### src/rtl/skid_fifo_writer_pkg.sv
// State encoding shared by the skid_fifo_writer write-side adapter.
package skid_fifo_writer_pkg;
  typedef enum logic [1:0] {
    ST_EMPTY = 2'd0,
    ST_ONE   = 2'd1,
    ST_TWO   = 2'd2
  } state_e;
endpackage

### src/rtl/skid_fifo_writer.sv
// Valid/ready stream to FIFO write-port adapter. A two-entry skid buffer keeps
// s_ready a pure flop, so upstream timing never sees the FIFO's full flag.
module skid_fifo_writer
  import skid_fifo_writer_pkg::*;
#(
  parameter int DWIDTH    = 32,
  parameter int CNT_WIDTH = 16
) (
  input  logic                 clk,
  input  logic                 rst,
  input  logic                 s_valid,
  input  logic [DWIDTH-1:0]    s_data,
  output logic                 s_ready,
  input  logic                 flush,
  input  logic                 fifo_full,
  output logic                 fifo_write,
  output logic [DWIDTH-1:0]    fifo_din,
  output logic [CNT_WIDTH-1:0] word_count
);
  state_e               state_q, state_d;
  logic [DWIDTH-1:0]    out_data_q, out_data_d;
  logic [DWIDTH-1:0]    skid_data_q, skid_data_d;
  logic                 s_ready_q, s_ready_d;
  logic [CNT_WIDTH-1:0] word_count_q, word_count_d;
  logic                 accept, drain;

  assign accept     = s_valid & s_ready_q;
  // Combinational on fifo_full so a released FIFO is written in the same cycle.
  assign drain      = (state_q != ST_EMPTY) & ~fifo_full & ~flush;
  assign fifo_write = drain;
  assign fifo_din   = out_data_q;
  assign s_ready    = s_ready_q;
  assign word_count = word_count_q;

  always_comb begin
    state_d      = state_q;
    out_data_d   = out_data_q;
    skid_data_d  = skid_data_q;
    word_count_d = word_count_q + CNT_WIDTH'(drain);
    if (flush) begin
      state_d = ST_EMPTY;
    end else begin
      case (state_q)
        ST_EMPTY: if (accept) begin
          state_d    = ST_ONE;
          out_data_d = s_data;
        end
        ST_ONE: begin
          if (accept && drain) begin
            out_data_d = s_data;
          end else if (accept) begin
            state_d     = ST_TWO;
            skid_data_d = s_data;
          end else if (drain) begin
            state_d = ST_EMPTY;
          end
        end
        ST_TWO: if (drain) begin
          state_d    = ST_ONE;
          out_data_d = skid_data_q;
        end
        default: state_d = ST_EMPTY;
      endcase
    end
    s_ready_d = (state_d != ST_TWO);
  end

  always_ff @(posedge clk or posedge rst) begin
    if (rst) begin
      state_q      <= ST_EMPTY;
      out_data_q   <= '0;
      skid_data_q  <= '0;
      s_ready_q    <= 1'b0;
      word_count_q <= '0;
    end else begin
      state_q      <= state_d;
      out_data_q   <= out_data_d;
      skid_data_q  <= skid_data_d;
      s_ready_q    <= s_ready_d;
      word_count_q <= word_count_d;
    end
  end
endmodule

### config.mk
export PLATFORM = sky130hd
export DESIGN_NAME = skid_fifo_writer
export DESIGN_NICKNAME = d
export VERILOG_FILES = /design/src/rtl/skid_fifo_writer_pkg.sv /design/src/rtl/skid_fifo_writer.sv
export SDC_FILE = /design/constraint.sdc
export NUM_CORES = 1
export LEC_CHECK = 0
export ABC_AREA = 1
export ABC_CLOCK_PERIOD_IN_PS = 4960
export CORE_MARGIN = 10
export CORE_UTILIZATION = 55
export DETAILED_ROUTE_END_ITERATION = 8
export PLACE_DENSITY_LB_ADDON = 0.25
export SYNTH_ARGS = -nofsm -noshare
export SYNTH_HDL_FRONTEND = slang
export SYNTH_SLANG_ARGS = --single-unit
### constraint.sdc
create_clock -name clk -period 4.96 [get_ports clk]
set_input_delay 0.992 -clock clk [delete_from_list [all_inputs] [get_ports clk]]
set_output_delay 0.992 -clock clk [all_outputs]
set_load 0.005 [all_outputs]
## Yosys cells after proc, flatten, opt, wreduce, memory -nomap -nowiden

Cells that the tools add are included.

- Register bits after elaboration: 83
- Bits of input ports: 37
- Output and inout bits: 50
- Word-level logic and storage cells: 35

- Reduce and logical (&&, ||, !) cells: 6
- Equality and inequality tests: 6
- Add/sub/neg operators: 1
- Bitwise logic cells: 6
- Muxes and demuxes: 11

Operators by type and width:

| cell | number |
|---|---|
| 32-bit 2-to-1 mux | 3 |
| 32-bit one-hot mux with 3 select lines | 1 |
| 16-bit by 1-bit adder with 16-bit output | 1 |
| 2-bit 2-to-1 mux | 6 |
| 2-bit inequality test, second input constant | 4 |
| 2-bit one-hot mux with 3 select lines | 1 |
| 5-bit AND reduction | 1 |
| 4-bit AND reduction | 1 |
| 1-bit bitwise AND | 3 |
| 1-bit inverter | 3 |
| 3-bit nonzero test | 1 |
| 2-bit by 1-bit equality test with 1-bit output, second input constant | 1 |
| 2-bit equality test, second input constant | 1 |
| 2-bit zero test | 1 |
| 2-bit nonzero test | 1 |
| 1-bit logical AND | 1 |

## Longest topological paths before layout

- Word-level depth: 9
- Depth in mapped cells: 11
- Gate-level depth less buffers: 11

## Worst setup path after synthesis

OpenSTA, ideal clock, no wires.

- Path type: input -> register
- From: in fifo_full
- To: reg word_count_q[10], in the netlist word_count[10]
- Slack: 2.599 ns
- Path buffers: 0
- Arrival: 2.239 ns
- Library setup time: 0.121 ns
- Data required time: 4.839 ns
- Stages: 9
- Path through: inv_1 -> nand2_2 -> nor2_1 -> ha_1 -> ha_1 -> nand3_1 -> nor2_2 -> nand2_1 -> xor2_1

- Word-level cells in the longest chain between the ends: 4

RTL lines:

| item | RTL line | RTL |
|---|---|---|
| from (decl) | skid_fifo_writer.sv:15 | `input logic fifo_full,` |
| 1-bit inverter | skid_fifo_writer.sv:29 | `assign drain = (state_q != ST_EMPTY) & ~fifo_full & ~flush;` |
| 1-bit bitwise AND (2 in series) | skid_fifo_writer.sv:29 |  |
| named net fifo_write | skid_fifo_writer.sv:16 | `output logic fifo_write,` |
| 16-bit by 1-bit adder with 16-bit output | skid_fifo_writer.sv:39 | `word_count_d = word_count_q + CNT_WIDTH'(drain);` |
| named net word_count_d[10] | skid_fifo_writer.sv:24 | `logic [CNT_WIDTH-1:0] word_count_q, word_count_d;` |
| to (signal assigned) | skid_fifo_writer.sv:80 | `word_count_q <= word_count_d;` |
| to (decl) | skid_fifo_writer.sv:24 |  |

The timed path passes the listed nets, and every way through them passes these cells.
A chain may end at the register's enable or synchronous reset.

## Worst setup path after layout

- From: in fifo_full
- To: out fifo_write

- Word-level cells in the longest chain between the ends: 3

RTL lines:

| item | RTL line |
|---|---|
| 1-bit inverter | skid_fifo_writer.sv:29 |
| 1-bit bitwise AND (2 in series) | skid_fifo_writer.sv:29 |
| to (decl) | skid_fifo_writer.sv:16 |

Every way passes these cells.

==> metrics.csv <==
metric;value;unit
outcome;finished, final reports clean;
critical path, cell by cell;clkdlybuf4s50_1 > inv_1 > nand2_2 > nor2_1 > clkdlybuf4s50_1;
grt total ovfl;0;
CP Class;input port to output pin;
endpoint class of the critical path;output pin;
CP required;3.97;ns
die height;107;µm
# setup viols final;0;
Slew @ Worst Pin;1.07;ns
vias in the first global route;3514;
synth-to-layout area growth;24.9;%
pwr dens;458;nW/µm²
Detailed Route WL;9760;µm
initial DRC count;155;
CP top delay family;buffers and inverters;
leading cell types by count after synthesis;199 x nand2_1, 83 x dfrtp_1, 45 x inv_1;
Clk pwr share;25.3;%
HPWL reported at the end of detailed placement;6530;µm
Net Sw Frac;30.7;%
via count;3410;
Critical path buffers and inverters;3;
Power Internal;1.65;mW
Avg Cell Area, Syn;8.37;µm²
DR WL/cell;14.4;µm
drt pass-1 iters;6;
Port Buffers;86;
skew final;0.00925;ns
global-route wire length before repair;16700;µm
io pins;87;
row count;31;
Yosys top cell by area;dfrtp_1;
CTS buffer count;9;
Switching Power;0.731;mW
final design utilization;71.2;%
final instance area;5190;µm²
Worst-Skew Late Latency;0.36;ns
Hold Vio Cnt, Final;0;
Layout Cells excl Fill;677;
vias per cell;5.04;
CTS tree;yes;
Max stage delay on crit path;0.58;ns
clock-pin slew on the worst setup and hold paths;0.09;ns
peak supply drop;0.215;mV
Syn Std Cell Area;4150;µm²
Residual DRC;0;
Gate power share;29.7;%
core area;7290;µm²
post-synthesis instance total;496;
fin. max-slew vios;0;
DP Worst Slack;1.52;ns
CTS Buffer Depth;2;
Starting Density;57.0;%
Synth area leaders;dfrtp_1 50%, nand2_1 18%, o21ai_2 6.7%;
DRT antenna net count;0;
relative slew slack;28.6;%
Yosys reg bits;83;
initial antenna violation count;0;
Static Leak;2.62;nW
top cell type's share of synthesized area;50.0;%
Seq/Total Area, Yosys;50.0;%
Syn Nets;535;
Final Worst Setup Slack;1.51;ns
fmax;290;MHz
die width;107;µm
die area;11400;µm²
Worst path slowest cell;clkdlybuf4s50_1;
asr flop ratio synth;100;%
Period minus WS final;3.45;ns
Post-Place Cell Area;4940;µm²
Top FF cell, synth;dfrtp_1;
RSZ-0062 raised after global routing;no;
share of layout cells above drive strength 1;15.9;%
post_cts resized;0;
Hold Buf Count CTS;0;
EDFF count, synth;0;
Hold Crit Class;flip-flop to flip-flop;
CP startpoint kind;input port;
Placed Cells;661;
final worst path period share;69.5;%
count leader, synth;nand2_1;
Clock Sinks;83;
n_diodes;0;
H-tree depth;3;
routability cong.;0.803;
Synth Warn #;0;
max_cap viols;0;
critical path arrival;2.45;ns
Seq pwr share;44.9;%
peak fanout along the critical path;3;
clock root buffer master;clkbuf_8;
Nets;612;
CP most frequent cell;clkdlybuf4s50_1;
Unique masters post-synth;21;
GRT Total Usage;17.8;%
largest net degree at the start of global routing;66;
setup_tns;0;ns
post-CTS setup buffers;0;
## final cells by class
class / instances / area, µm²
fillers: 611 / 2100
flip-flops and latches: 83 / 2080
multi-input cells: 342 / 1680
repair buffers: 88 / 876
inverters: 49 / 185
clock buffers: 10 / 138
well taps: 99 / 124
clock inverters: 6 / 113
## layout by cell type, fill, tap and decap left out
cell	n
nand3_1	38
nand3_2	1
clkbuf_8	10
clkdlybuf4s50_1	86
inv_1	44
bufinv_16	3
xnor2_1	3
clkinv_2	2
nor2_2	2
o21ai_2	32
nand4_1	4
nand2_2	32
dfrtp_1	83
nand3_4	1
ha_1	2
nand2_1	199
clkinv_4	2
xor2_1	5
o21ai_0	5
inv_2	4
nor2_1	17
buf_4	2
nor2_4	1
## metrics by stage
step / hold WS, ns / total power, mW
global route: 0.501 / 2.54
floorplan: 0.455 / 1.46
detailed placement: 0.464 / 1.80
CTS: 0.487 / 2.40
global placement: 0.462 / 1.76
finish: 0.483 / 2.38
## cells by family after synthesis
logic type | count (synthesis) | synth area share (%)
compound gates | 37 | 7.35
flops | 83 | 50.0
xor+xnor | 8 | 1.69
simple gates | 295 | 30.8
fa+ha+maj | 2 | 0.602
buf+inv | 71 | 9.61
## state kept, by name, indices dropped and copies added, names as in the netlist
| signal | cells |
|---|---|
| state_q | 2 |
| s_ready | 1 |
| word_count | 16 |
| fifo_din | 32 |
| skid_data_q | 32 |
## power groups by stage
stage                     registers [mW]  clock network (mW)  logic, mW
after global routing                1.10               0.643      0.796
after detailed placement            1.08                   0      0.720
after CTS                           1.07               0.610      0.724
after floorplan                     1.06                   0      0.391
final                               1.07               0.602      0.707
after global placement              1.07                   0      0.691
## worst register-to-register path: stages, from the launching register on
cell and delay, ns:
dfrtp_1 0.37, nand2_1 0.12, nand2_2 0.55, nand3_2 0.78
nand2_1 0.27, nand2_1 0.08
## final timing paths
path	from	end	slack [ns]	cells past startpoint
hold / removal	fifo_din[31]	fifo_din[31]	0.48	2
setup reg to reg	s_ready	fifo_din[19]	2.68	5
max in group asynchronous	rst	skid_data_q[2]	2.87	3
min in group asynchronous	rst	word_count[12]	1.19	2
setup / recovery	fifo_full	fifo_write	1.51	5
hold reg to reg	fifo_din[31]	fifo_din[31]	0.48	2
## per-layer routing
layer	up-vias	routed length (µm)	track usage [%]
li1	1678	-	-
met1	1617	4250	21.8
met2	100	4710	29.3
met3	15	636	5.03
met4	0	165	6.48
met5	-	0	0
(Power assumes the default switching activity.)
